<file path="config.mk">
export PLATFORM = sky130hd
export DESIGN_NAME = ex_stage
export DESIGN_NICKNAME = d
export VERILOG_FILES = /design/src/rtl/ex_stage_pkg.sv /design/src/rtl/ex_stage_divider.sv /design/src/rtl/ex_stage.sv
export SDC_FILE = /design/constraint.sdc
export NUM_CORES = 2
export LEC_CHECK = 0
export ABC_AREA = 0
export BUFFER_PORTS_ARGS = -buffer_cell sky130_fd_sc_hd__buf_4
export CAP_MARGIN = 25
export CORE_AREA = 2 2 331 333
export CTS_CLUSTER_DIAMETER = 100
export CTS_CLUSTER_SIZE = 8
export DETAILED_ROUTE_END_ITERATION = 10
export DIE_AREA = 0 0 333 335
export GPL_TIMING_DRIVEN = 0
export SYNTH_ARGS = -nofsm -noshare
export SYNTH_HDL_FRONTEND = slang
export SYNTH_SLANG_ARGS = --single-unit
</file>
<file path="constraint.sdc">
create_clock -name clk -period 33.5 [get_ports clk]
set_clock_uncertainty 0.2 [all_clocks]
set_input_delay 6.7 -clock clk [delete_from_list [all_inputs] [get_ports clk]]
set_output_delay 6.7 -clock clk [all_outputs]
set_load 0.02 [all_outputs]
</file>
<file path="src/rtl/ex_stage_pkg.sv">
// Shared definitions for the execute stage: bus layouts between pipeline
// stages, ALU and divide opcode indices, memory access size codes, the
// divider state encoding and the combinational ALU.
package ex_stage_pkg;

  // One-hot ALU opcode bit positions
  localparam int ALU_OP_W = 12;
  localparam int ALU_ADD  = 0;
  localparam int ALU_SUB  = 1;
  localparam int ALU_SLT  = 2;
  localparam int ALU_SLTU = 3;
  localparam int ALU_AND  = 4;
  localparam int ALU_NOR  = 5;
  localparam int ALU_OR   = 6;
  localparam int ALU_XOR  = 7;
  localparam int ALU_SLL  = 8;
  localparam int ALU_SRL  = 9;
  localparam int ALU_SRA  = 10;
  localparam int ALU_LUI  = 11;

  // One-hot divide opcode bit positions
  localparam int DIV_OP_W = 4;
  localparam int DIV_W    = 0;
  localparam int MOD_W    = 1;
  localparam int DIV_WU   = 2;
  localparam int MOD_WU   = 3;

  // Memory access size codes
  localparam logic [1:0] MEM_SIZE_B = 2'b01;
  localparam logic [1:0] MEM_SIZE_H = 2'b10;
  localparam logic [1:0] MEM_SIZE_W = 2'b11;

  typedef enum logic [1:0] {
    DIV_IDLE = 2'd0,
    DIV_BUSY = 2'd1,
    DIV_DONE = 2'd2
  } div_state_t;

  // Decode -> execute
  typedef struct packed {
    logic [31:0]         pc;
    logic [ALU_OP_W-1:0] alu_op;
    logic [DIV_OP_W-1:0] div_op;
    logic [31:0]         alu_src1;
    logic [31:0]         alu_src2;
    logic [31:0]         rj_value;
    logic [31:0]         rkd_value;
    logic [31:0]         simm;
    logic [4:0]          dest;
    logic                gr_we;
    logic                mem_load;
    logic                mem_store;
    logic [1:0]          mem_size;
    logic                mem_sign;     // 0 = sign-extend load data
    logic                csr_re;
    logic                csr_we;
    logic                csr_rw;
    logic [13:0]         csr_num;
    logic [31:0]         csr_wmask;
    logic                rdcnt_en;
    logic [2:0]          rdcnt_detail;
    logic                adef;
    logic                ine;
    logic                sys;
    logic                brk;
    logic                ertn;
  } ds_to_es_t;

  // Execute -> memory, in the order the MEM stage unpacks it
  typedef struct packed {
    logic [31:0] pc;
    logic [31:0] result;
    logic [4:0]  dest;
    logic        gr_we;
    logic        mem_load;
    logic        mem_store;
    logic [1:0]  mem_size;
    logic        mem_sign;
    logic [31:0] mem_addr;
    logic        ale;
    logic        csr_re;
    logic        csr_we;
    logic        csr_rw;
    logic [13:0] csr_num;
    logic [31:0] csr_wmask;
    logic [31:0] csr_wvalue;
    logic        rdcnt_en;
    logic [2:0]  rdcnt_detail;
    logic        adef;
    logic        ine;
    logic        sys;
    logic        brk;
    logic        ertn;
  } es_to_ms_t;

  // Execute -> decode forwarding
  typedef struct packed {
    logic        reg_able;
    logic [4:0]  dest;
    logic [31:0] result;
    logic        csr_we;
    logic        csr_rw;
  } es_to_ds_t;

  localparam int DS_TO_ES_BUS_WD = $bits(ds_to_es_t);
  localparam int ES_TO_MS_BUS_WD = $bits(es_to_ms_t);
  localparam int ES_TO_DS_BUS_WD = $bits(es_to_ds_t);

  // Single-cycle ALU shared by the pipeline; op is one-hot so results are ORed.
  function automatic logic [31:0] alu_calc(input logic [ALU_OP_W-1:0] op,
                                           input logic [31:0] a,
                                           input logic [31:0] b);
    logic signed [31:0] sa;
    logic signed [31:0] sb;
    logic signed [31:0] sra_res;
    logic [31:0] res;
    sa      = a;
    sb      = b;
    sra_res = sa >>> b[4:0];
    res     = '0;
    if (op[ALU_ADD])  res = res | (a + b);
    if (op[ALU_SUB])  res = res | (a - b);
    if (op[ALU_SLT])  res = res | {31'd0, sa < sb};
    if (op[ALU_SLTU]) res = res | {31'd0, a < b};
    if (op[ALU_AND])  res = res | (a & b);
    if (op[ALU_NOR])  res = res | ~(a | b);
    if (op[ALU_OR])   res = res | (a | b);
    if (op[ALU_XOR])  res = res | (a ^ b);
    if (op[ALU_SLL])  res = res | (a << b[4:0]);
    if (op[ALU_SRL])  res = res | (a >> b[4:0]);
    if (op[ALU_SRA])  res = res | sra_res;
    if (op[ALU_LUI])  res = res | b;
    return res;
  endfunction

endpackage

</file>
<file path="src/rtl/ex_stage_divider.sv">
// Iterative radix-2 restoring divider, one quotient bit per cycle.
// Ports: clk/reset (async, active-high); start launches a divide of x by y
// (is_signed selects signed semantics); flush aborts; ack releases DONE.
// busy/done expose the FSM; quotient/remainder hold the sign-corrected result
// while done is high. Divisor 0 yields quotient all-ones, remainder = x.
module divider
  import ex_stage_pkg::*;
(
  input  logic        clk,
  input  logic        reset,
  input  logic        start,
  input  logic        is_signed,
  input  logic [31:0] x,
  input  logic [31:0] y,
  input  logic        flush,
  input  logic        ack,
  output logic        busy,
  output logic        done,
  output logic [31:0] quotient,
  output logic [31:0] remainder
);

  div_state_t  state, state_nxt;
  logic [5:0]  cnt;
  logic        load;
  logic signed [31:0] x_s;
  logic signed [31:0] y_s;
  logic [31:0] x_abs, y_abs;
  logic [31:0] quo_p0, rem_p0, dvs_p0;
  logic        neg_q_p0, neg_r_p0;
  logic [32:0] trial;
  logic [31:0] rem_sub;
  logic        fits;

  assign x_s   = x;
  assign y_s   = y;
  assign x_abs = (is_signed && x_s < 0) ? 32'd0 - x : x;
  assign y_abs = (is_signed && y_s < 0) ? 32'd0 - y : y;
  assign load  = (state == DIV_IDLE) && start && !flush;

  always_ff @(posedge clk or posedge reset) begin
    if (reset) state <= DIV_IDLE;
    else       state <= state_nxt;
  end

  always_comb begin
    state_nxt = state;
    case (state)
      DIV_IDLE: if (start && !flush) state_nxt = DIV_BUSY;
      DIV_BUSY: begin
        if (flush)              state_nxt = DIV_IDLE;
        else if (cnt == 6'd31)  state_nxt = DIV_DONE;
      end
      DIV_DONE: if (flush || ack) state_nxt = DIV_IDLE;
      default:  state_nxt = DIV_IDLE;
    endcase
  end

  always_ff @(posedge clk or posedge reset) begin
    if (reset)                  cnt <= '0;
    else if (load)              cnt <= '0;
    else if (state == DIV_BUSY) cnt <= cnt + 6'd1;
  end

  // Shift the next dividend bit into the partial remainder and subtract the
  // divisor when it fits. With a zero divisor every step "fits", which leaves
  // an all-ones quotient and the dividend magnitude as remainder.
  assign trial   = {rem_p0, quo_p0[31]};
  assign fits    = trial >= {1'b0, dvs_p0};
  assign rem_sub = trial[31:0] - dvs_p0;

  always_ff @(posedge clk or posedge reset) begin
    if (reset) begin
      quo_p0 <= '0;
      rem_p0 <= '0;
    end else if (load) begin
      quo_p0 <= x_abs;
      rem_p0 <= '0;
    end else if (state == DIV_BUSY) begin
      quo_p0 <= {quo_p0[30:0], fits};
      rem_p0 <= fits ? rem_sub : trial[31:0];
    end
  end

  // Quotient is negated only for a real signed divide with differing signs;
  // skipping it for y == 0 keeps the all-ones quotient.
  always_ff @(posedge clk) begin
    if (load) begin
      dvs_p0   <= y_abs;
      neg_q_p0 <= is_signed && (x[31] ^ y[31]) && (y != 32'd0);
      neg_r_p0 <= is_signed && x[31];
    end
  end

  assign busy      = (state == DIV_BUSY);
  assign done      = (state == DIV_DONE);
  assign quotient  = neg_q_p0 ? 32'd0 - quo_p0 : quo_p0;
  assign remainder = neg_r_p0 ? 32'd0 - rem_p0 : rem_p0;

endmodule

</file>
<file path="src/rtl/ex_stage.sv">
// Execute stage of the in-order pipeline.
// Ports: clk, reset (async, active-high); ds_to_es_valid/ds_to_es_bus from
// decode; es_allowin back-pressure to decode; ms_allowin, es_to_ms_valid and
// es_to_ms_bus toward memory; data_sram_* drive the data RAM request;
// es_to_ds_bus forwards result/dest to decode; ws_ertn_flush/ws_ex_flush
// flush the stage from writeback.
module ex_stage
  import ex_stage_pkg::*;
(
  input  logic                       clk,
  input  logic                       reset,
  input  logic                       ds_to_es_valid,
  input  logic [DS_TO_ES_BUS_WD-1:0] ds_to_es_bus,
  output logic                       es_allowin,
  input  logic                       ms_allowin,
  output logic                       es_to_ms_valid,
  output logic [ES_TO_MS_BUS_WD-1:0] es_to_ms_bus,
  output logic                       data_sram_en,
  output logic [3:0]                 data_sram_we,
  output logic [31:0]                data_sram_addr,
  output logic [31:0]                data_sram_wdata,
  output logic [ES_TO_DS_BUS_WD-1:0] es_to_ds_bus,
  input  logic                       ws_ertn_flush,
  input  logic                       ws_ex_flush
);

  ds_to_es_t   es_bus_p0;
  logic        es_valid;
  logic        flush;
  logic        es_ready_go;
  logic        is_div, div_signed, div_start, div_ack, div_busy, div_done;
  logic [31:0] div_q, div_r;
  logic [31:0] alu_result, es_result, mem_addr;
  logic        mem_op, ale, exc_carried;
  logic [3:0]  st_mask;
  es_to_ms_t   ms_bus;
  es_to_ds_t   ds_bus;

  assign flush = ws_ertn_flush | ws_ex_flush;

  // ---- Stage register: decode -> execute ----
  // Flush wins over a simultaneous new entry.
  always_ff @(posedge clk or posedge reset) begin
    if (reset)           es_valid <= 1'b0;
    else if (flush)      es_valid <= 1'b0;
    else if (es_allowin) es_valid <= ds_to_es_valid;
  end

  always_ff @(posedge clk or posedge reset) begin
    if (reset)                             es_bus_p0 <= '0;
    else if (ds_to_es_valid && es_allowin) es_bus_p0 <= ds_to_es_bus;
  end

  // ---- Execute ----
  assign is_div      = |es_bus_p0.div_op;
  assign div_signed  = es_bus_p0.div_op[DIV_W] | es_bus_p0.div_op[MOD_W];
  assign es_ready_go = !is_div || div_done;
  assign es_allowin  = !es_valid || (es_ready_go && ms_allowin);
  assign es_to_ms_valid = es_valid && es_ready_go;

  // Launch only from IDLE so a completed result is not recomputed.
  assign div_start = es_valid && is_div && !div_busy && !div_done;
  assign div_ack   = es_valid && es_ready_go && ms_allowin;

  divider u_divider (
    .clk       (clk),
    .reset     (reset),
    .start     (div_start),
    .is_signed (div_signed),
    .x         (es_bus_p0.alu_src1),
    .y         (es_bus_p0.alu_src2),
    .flush     (flush),
    .ack       (div_ack),
    .busy      (div_busy),
    .done      (div_done),
    .quotient  (div_q),
    .remainder (div_r)
  );

  assign alu_result = alu_calc(es_bus_p0.alu_op, es_bus_p0.alu_src1, es_bus_p0.alu_src2);
  assign es_result  = !is_div ? alu_result :
                      (es_bus_p0.div_op[DIV_W] | es_bus_p0.div_op[DIV_WU]) ? div_q : div_r;

  assign mem_addr    = es_bus_p0.rj_value + es_bus_p0.simm;
  assign mem_op      = es_bus_p0.mem_load | es_bus_p0.mem_store;
  assign exc_carried = es_bus_p0.adef | es_bus_p0.ine | es_bus_p0.sys | es_bus_p0.brk;

  always_comb begin
    ale     = 1'b0;
    st_mask = 4'b0000;
    data_sram_wdata = es_bus_p0.rkd_value;
    case (es_bus_p0.mem_size)
      MEM_SIZE_B: begin
        st_mask         = 4'b0001 << mem_addr[1:0];
        data_sram_wdata = {4{es_bus_p0.rkd_value[7:0]}};
      end
      MEM_SIZE_H: begin
        ale             = mem_op && mem_addr[0];
        st_mask         = 4'b0011 << mem_addr[1:0];
        data_sram_wdata = {2{es_bus_p0.rkd_value[15:0]}};
      end
      MEM_SIZE_W: begin
        ale     = mem_op && (mem_addr[1:0] != 2'b00);
        st_mask = 4'b1111;
      end
      default: ;
    endcase
  end

  // The request fires only in the cycle the instruction actually leaves.
  assign data_sram_en   = es_valid && mem_op && !exc_carried && !ale && !flush &&
                          es_ready_go && ms_allowin;
  assign data_sram_we   = (data_sram_en && es_bus_p0.mem_store) ? st_mask : 4'b0000;
  assign data_sram_addr = {mem_addr[31:2], 2'b00};

  // ---- Output buses: execute -> memory, execute -> decode ----
  always_comb begin
    ms_bus              = '0;
    ms_bus.pc           = es_bus_p0.pc;
    ms_bus.result       = es_result;
    ms_bus.dest         = es_bus_p0.dest;
    ms_bus.gr_we        = es_bus_p0.gr_we;
    ms_bus.mem_load     = es_bus_p0.mem_load;
    ms_bus.mem_store    = es_bus_p0.mem_store;
    ms_bus.mem_size     = es_bus_p0.mem_size;
    ms_bus.mem_sign     = es_bus_p0.mem_sign;
    ms_bus.mem_addr     = mem_addr;
    ms_bus.ale          = ale;
    ms_bus.csr_re       = es_bus_p0.csr_re;
    ms_bus.csr_we       = es_bus_p0.csr_we;
    ms_bus.csr_rw       = es_bus_p0.csr_rw;
    ms_bus.csr_num      = es_bus_p0.csr_num;
    ms_bus.csr_wmask    = es_bus_p0.csr_wmask;
    ms_bus.csr_wvalue   = es_bus_p0.rkd_value;
    ms_bus.rdcnt_en     = es_bus_p0.rdcnt_en;
    ms_bus.rdcnt_detail = es_bus_p0.rdcnt_detail;
    ms_bus.adef         = es_bus_p0.adef;
    ms_bus.ine          = es_bus_p0.ine;
    ms_bus.sys          = es_bus_p0.sys;
    ms_bus.brk          = es_bus_p0.brk;
    ms_bus.ertn         = es_bus_p0.ertn;
  end

  // Results not yet known in this stage cannot be forwarded.
  always_comb begin
    ds_bus          = '0;
    ds_bus.reg_able = !(es_valid && (es_bus_p0.mem_load || es_bus_p0.csr_re ||
                                     es_bus_p0.rdcnt_en || (is_div && !div_done)));
    ds_bus.dest     = es_bus_p0.dest & {5{es_valid}};
    ds_bus.result   = es_result;
    ds_bus.csr_we   = es_bus_p0.csr_we;
    ds_bus.csr_rw   = es_bus_p0.csr_rw;
  end

  assign es_to_ms_bus = ms_bus;
  assign es_to_ds_bus = ds_bus;

endmodule

</file>
-- Yosys cells after proc, flatten, opt, wreduce, memory -nomap -nowiden
Cells that the tools add are included.
- $add $sub $neg: 9
- magnitude comparators: 5
- equal/unequal tests: 9
- shifts and indexed selects: 5
- mux-type cells: 36
- bitwise logic cells: 24
- reductions and logical operators: 47
- operators with widths (cell ; number):
    $mux W32 ; 23
    $or A32 B32 Y32 ; 10
    $sub A1 B32 Y32 const A ; 4
    $add A32 B32 Y32 ; 2
    $lt A32 B1 Y1 const B ; 2
    $lt A32 B32 Y1 ; 2
    $or A32 B1 Y32 ; 2
    $pmux W32 S2 ; 1
    $sub A32 B32 Y32 ; 2
    $ge A33 B32 Y1 ; 1
    $and A32 B32 Y32 ; 1
    $not A32 Y32 ; 1
    $reduce_bool A32 Y1 ; 1
    $shl A32 B5 Y32 ; 1
    $shr A32 B5 Y32 ; 1
    $sshr A32 B5 Y32 ; 1
    $xor A32 B32 Y32 ; 1
    $logic_and A1 B1 Y1 ; 26
    $mux W6 ; 2
    $pmux W4 S3 ; 1
    $logic_not A1 Y1 ; 8
    $mux W2 ; 4
    $or A1 B1 Y1 ; 7
    $add A6 B1 Y6 const B ; 1
    other kinds (19) ; 30
- bits in registers: 384
- input port bits: 283
- output and inout port bits: 309

-- Longest topological paths before layout
- word-level depth: 25
- gate-level depth with buffers: 18
- mapped depth without buffers: 14

-- Cells and area by module
Synthesis repeated with hierarchy kept, for this count alone.
- cells, all modules: 3598
- area, all modules: 31920.6 µm²
- by module, submodules not included (module ; instances ; cells each ; area each (µm²) ; seq. area each (µm²)):
    ex_stage ; 1 ; 2543 ; 23297.3 ; 6956.7
    divider ; 1 ; 1055 ; 8623.3 ; 2822.7

-- Worst setup path after synthesis
Ideal clock, no wire load.
- kind: input-to-output
- start point: in ws_ex_flush
- end point: out data_sram_we[0]
- arrival time: 8.219 ns
- required time: 26.600 ns
- path slack: 18.381 ns
- stages: 5
- buffers on the path: 0
- path through: nor2_1 nand2_1 nor4_1 nand3b_1 nor2_1
- word-level cells in the longest chain between the ends: 7
- ends and longest elaborated chain (element ; RTL line ; RTL):
    start, declared ; ex_stage.sv:24 ; input logic ws_ex_flush
    $or A1 B1 Y1 ; ex_stage.sv:39 ; assign flush = ws_ertn_flush | ws_ex_flush;
    $logic_not A1 Y1 ; ex_stage.sv:111 ; assign data_sram_en = es_valid && mem_op && !exc_carried && !ale && !flush &&
    $logic_and A1 B1 Y1 (2 in a row) ; ex_stage.sv:111 ;
    $logic_and A1 B1 Y1 ; ex_stage.sv:112 ; es_ready_go && ms_allowin;
    via data_sram_en ; ex_stage.sv:18 ; output logic data_sram_en,
    $logic_and A1 B1 Y1 ; ex_stage.sv:113 ; assign data_sram_we = (data_sram_en && es_bus_p0.mem_store) ? st_mask : 4'b0000;
    $mux W4 ; ex_stage.sv:113 ;
    end, declared ; ex_stage.sv:19 ; output logic [3:0] data_sram_we,
The timed path passes the listed nets, and every way through them passes these cells.

-- Final worst setup path
- start point: in ws_ex_flush
- end point: out data_sram_we[3]
- word-level cells in the longest chain between the ends: 7
- ends and longest elaborated chain (element ; RTL line):
    $or A1 B1 Y1 ; ex_stage.sv:39
    $logic_not A1 Y1 ; ex_stage.sv:111
    $logic_and A1 B1 Y1 (2 in a row) ; ex_stage.sv:111
    $logic_and A1 B1 Y1 ; ex_stage.sv:112
    $logic_and A1 B1 Y1 ; ex_stage.sv:113
    $mux W4 ; ex_stage.sv:113
No other way between the ends.

==> results.md <==
* Compound-cell area share of the yosys netlist at 21.4%
* Worst path slowest cell: nor4_1
* Synth cell types at 88
* Minimum clock period at 15190 ps
* Multi-input logic area at 18300 sq um
* Top_reg_cell synth: dfrtp_1
* Final Setup Violations at 0
* Routed via count at 31500
* Adder-cell area share of the yosys netlist at 7.04%
* DRT iter0 DRCs at 3719
* Final Hold Vio Count at 0
* Status: finished, final reports clean
* Setup TNS at 0 ps
* CP max stage delay at 590 ps
* Post-route ant nets at 0
* Final period utilization at 45.3%
* Number of cells on the critical path at 7
* Vias in the first global route at 31000
* Routed vias/inst at 5.61
* Final nets at 4636
* Max clock buf depth at 3
* Clock-pin slew on the worst setup and hold paths at 50 ps
* Layout cell share with drive strength beyond 1 at 28.6%
* Synth Instances at 3520
* Cell breakdown of the critical path: buf_4 -> nor2_1 -> nand2_1 -> nor4_1 -> nand3b_1 -> nor2_1 -> buf_4
* DP Worst Slack at 18370 ps
* Core area at 108000 sq um
* Main combinational cell family by area after synthesis: compound AO/OA/AOI/OAI gates
* Area share of the largest cell type after synthesis at 28.1%
* EDFF count, synth at 34
* Cell Rows at 121
* Min-Delay Path Class: reg2reg
* Mapped Area at 31200 sq um
* Die outline width at 333 microns
* Final GP Congestion at 1.04
* # resized after CTS at 0
* R2R cell count at 12
* Most frequent cells after synthesis: dfrtp_1 (350), o21ai_0 (306), nand2_1 (277)
* Avg Cell Area, Syn at 8.86 sq um
* Slew @ Worst Pin at 1340 ps
* Worst setup margin at 18310 ps
* Pwr per Cell Area at 70.1 nW/um^2
* Crit Path Class: in2out
* Achievable clock frequency at 65.8 MHz
* GRT Util Overall at 29.3%
* Cell taking the most area after synthesis: dfrtp_1
* Num CTS Buffers at 55
* Worst-path fanout max at 4
* Synth Area in XOR/XNOR at 6.21%
* Global-route wire length before repair at 235000 microns
* Crit path to: data_sram_we[3]
* Slew Viols, Final at 0
* Largest net degree at the start of global routing at 119
* CTS Hold Bufs at 0
* Synth Area in Simple Gates at 11.5%
* Root Driver: clkbuf_16
* CP Data Required Time at 26600 ps
* DRC Markers at 0
* Slack of the worst reg-to-reg path at 28190 ps
* Initial antenna violation count at 12
* Register area share after synthesis at 31.4%
* Post-synth ARST share at 91.1%
* Total congestion overflow at 0
* Boundary Pins at 592
* Final HPWL DP at 137000 microns
* Headroom to the max-slew limit at 10.4%
* Starting Density at 28.8%
* Critical path arrival at 8290 ps
* Sequential Area at 9780 sq um
* Critical Path Source Type: input pin
* CP Launch Point: ws_ex_flush
* Final wirelength at 169000 microns
* Max-cap violation count at 0
* Die Span Y at 335 microns
* Clk_lat worst skew at 680 ps
* Most common cell in the netlist: dfrtp_1
* Die Footprint at 112000 sq um
* First-pass iteration count of the detailed router at 8
* Fillers at 11300
* Reg2reg end: u_divider.dvs_p0[30]
* Area growth from synthesis to layout at 25.6%
* WP buf/inv at 2
* Post-CTS setup buffers at 0
* CTS tree: yes
* P_leak at 17.4 nW
* Synth area leaders: dfrtp_1 (28%), mux2_2 (7.8%), ha_1 (6.8%)
* Input/output buffers at 589
* Crit-path leading delay family: simple AND/OR/NAND/NOR gates
* Seq cells post-synth at 384
* Reg2Reg Launch Point: es_bus_p0[165]
* Worst vdd ir at 0.0555 mV
* Clock Sink Count at 384
* WL/cell at 30.0 microns
* Ys Warns at 0
* Critical path capture point type: output pin
* Unrepaired setup endpoints after global routing: no
* Mux share of post-synthesis cell area at 12.6%
* CTS HTree Levels at 2
==> worst min-delay path by stage <==
| stage | from | end | slack (ps) | cells after the start |
|---|---|---|---|---|
| finish | es_to_ms_bus[72] | es_to_ms_bus[72] | 300 | 1 |
| global route | es_to_ms_bus[43] | es_to_ms_bus[43] | 310 | 1 |
| CTS | es_to_ms_bus[188] | es_to_ms_bus[188] | 310 | 1 |
| detailed placement | es_to_ms_bus[188] | es_to_ms_bus[188] | 300 | 1 |
| global placement | es_to_ms_bus[56] | es_to_ms_bus[56] | 290 | 1 |
| floorplan | es_bus_p0[165] | u_divider.dvs_p0[0] | 280 | 0 |
==> metrics by stage <==
stage                     utilization (%)  std cells  hold slack, ps  instance area, sq um  power (mW)
after global routing                 36.2       5615             311                 39200        2.87
after floorplan                         -       3521             276                 31200        1.57
final                                36.2       5616             305                 39200        2.74
after detailed placement             34.7       5536             297                 37600        2.17
after CTS                            36.2       5610             308                 39100        2.73
after global placement               34.6       5524             291                 37400        2.17
==> registers in the layout, indices dropped and copies added, names as in the netlist <==
name and count:
u_divider.state 2, es_valid 1, es_to_ds_bus 2, u_divider.neg_q_p0 1
es_to_ms_bus 131, u_divider.dvs_p0 32, u_divider.rem_p0 32, es_bus_p0 144
u_divider.cnt 6, u_divider.quo_p0 32, u_divider.neg_r_p0 1
==> cell usage in the layout, fill, tap and decap left out, drive strengths merged, types with 22 or more instances in the layout <==
cell and count:
inv 160, clkbuf 231, a211oi 22, a21o 52, mux2 215, xor2 62, edfxtp 34, a221oi 39
dfrtp 350, buf 869, o22ai 31, a222oi 33, nand2b 28, nand4 22, a22oi 47, a21oi 244
ha 169, mux2i 84, o21ai 317, nand3 57, o21bai 25, a31oi 38, nand2 278, nor2 225
xnor2 159, or3 22, mux4 30, nor3 38, o31ai 44
==> cells by family after synthesis <==
logic type / Yosys count
AOI/OAI and AO/OA: 1040
xor gates and xnor gates: 221
adders and majority gates: 173
buffers and inverters: 594
DFF: 384
muxes: 329
other: 1
and+or+nand+nor: 778
==> where the power goes <==
part | internal (mW) | switching (mW) | leakage, nW | total (mW)
logic | 0.603 | 0.926 | 12.1 | 1.53
registers | 0.550 | 0.123 | 4.54 | 0.673
clock network | 0.310 | 0.232 | 0.766 | 0.542
==> worst register-to-register path: cells and delay by family, from the launching register on <==
| kind | cells | cell delay, ps |
|---|---|---|
| flip-flops | 1 | 590 |
| AND/OR/NAND/NOR | 5 | 1600 |
| adder cells (fa/ha/maj) | 1 | 350 |
| AO/OA/AOI/OAI | 1 | 130 |
| buffers and inverters | 4 | 1980 |
| XOR/XNOR | 1 | 180 |
==> layer usage <==
| metal | wire length (microns) | share of wire, % | GRT usage [%] |
|---|---|---|---|
| met1 | 68200 | 40 | 37.0 |
| met2 | 77500 | 46 | 47.7 |
| met3 | 15400 | 9.1 | 7.23 |
| met4 | 7470 | 4.4 | 12.1 |
| met5 | 57 | 0.034 | 0 |
==> area by class of cell <==
| cell class | instances | area share [%] |
|---|---|---|
| Multi-Input combinational cell | 2543 | 46.8 |
| Sequential cell | 384 | 25.0 |
| Timing Repair Buffer | 602 | 11.8 |
| Buffer | 430 | 6.25 |
| Tap cell | 1414 | 4.52 |
| Clock buffer | 68 | 3.72 |
| Inverter | 164 | 1.59 |
| Clock inverter | 6 | 0.332 |
| Antenna cell | 5 | 0.0319 |
Note: power is estimated with default switching activity, not from simulation.
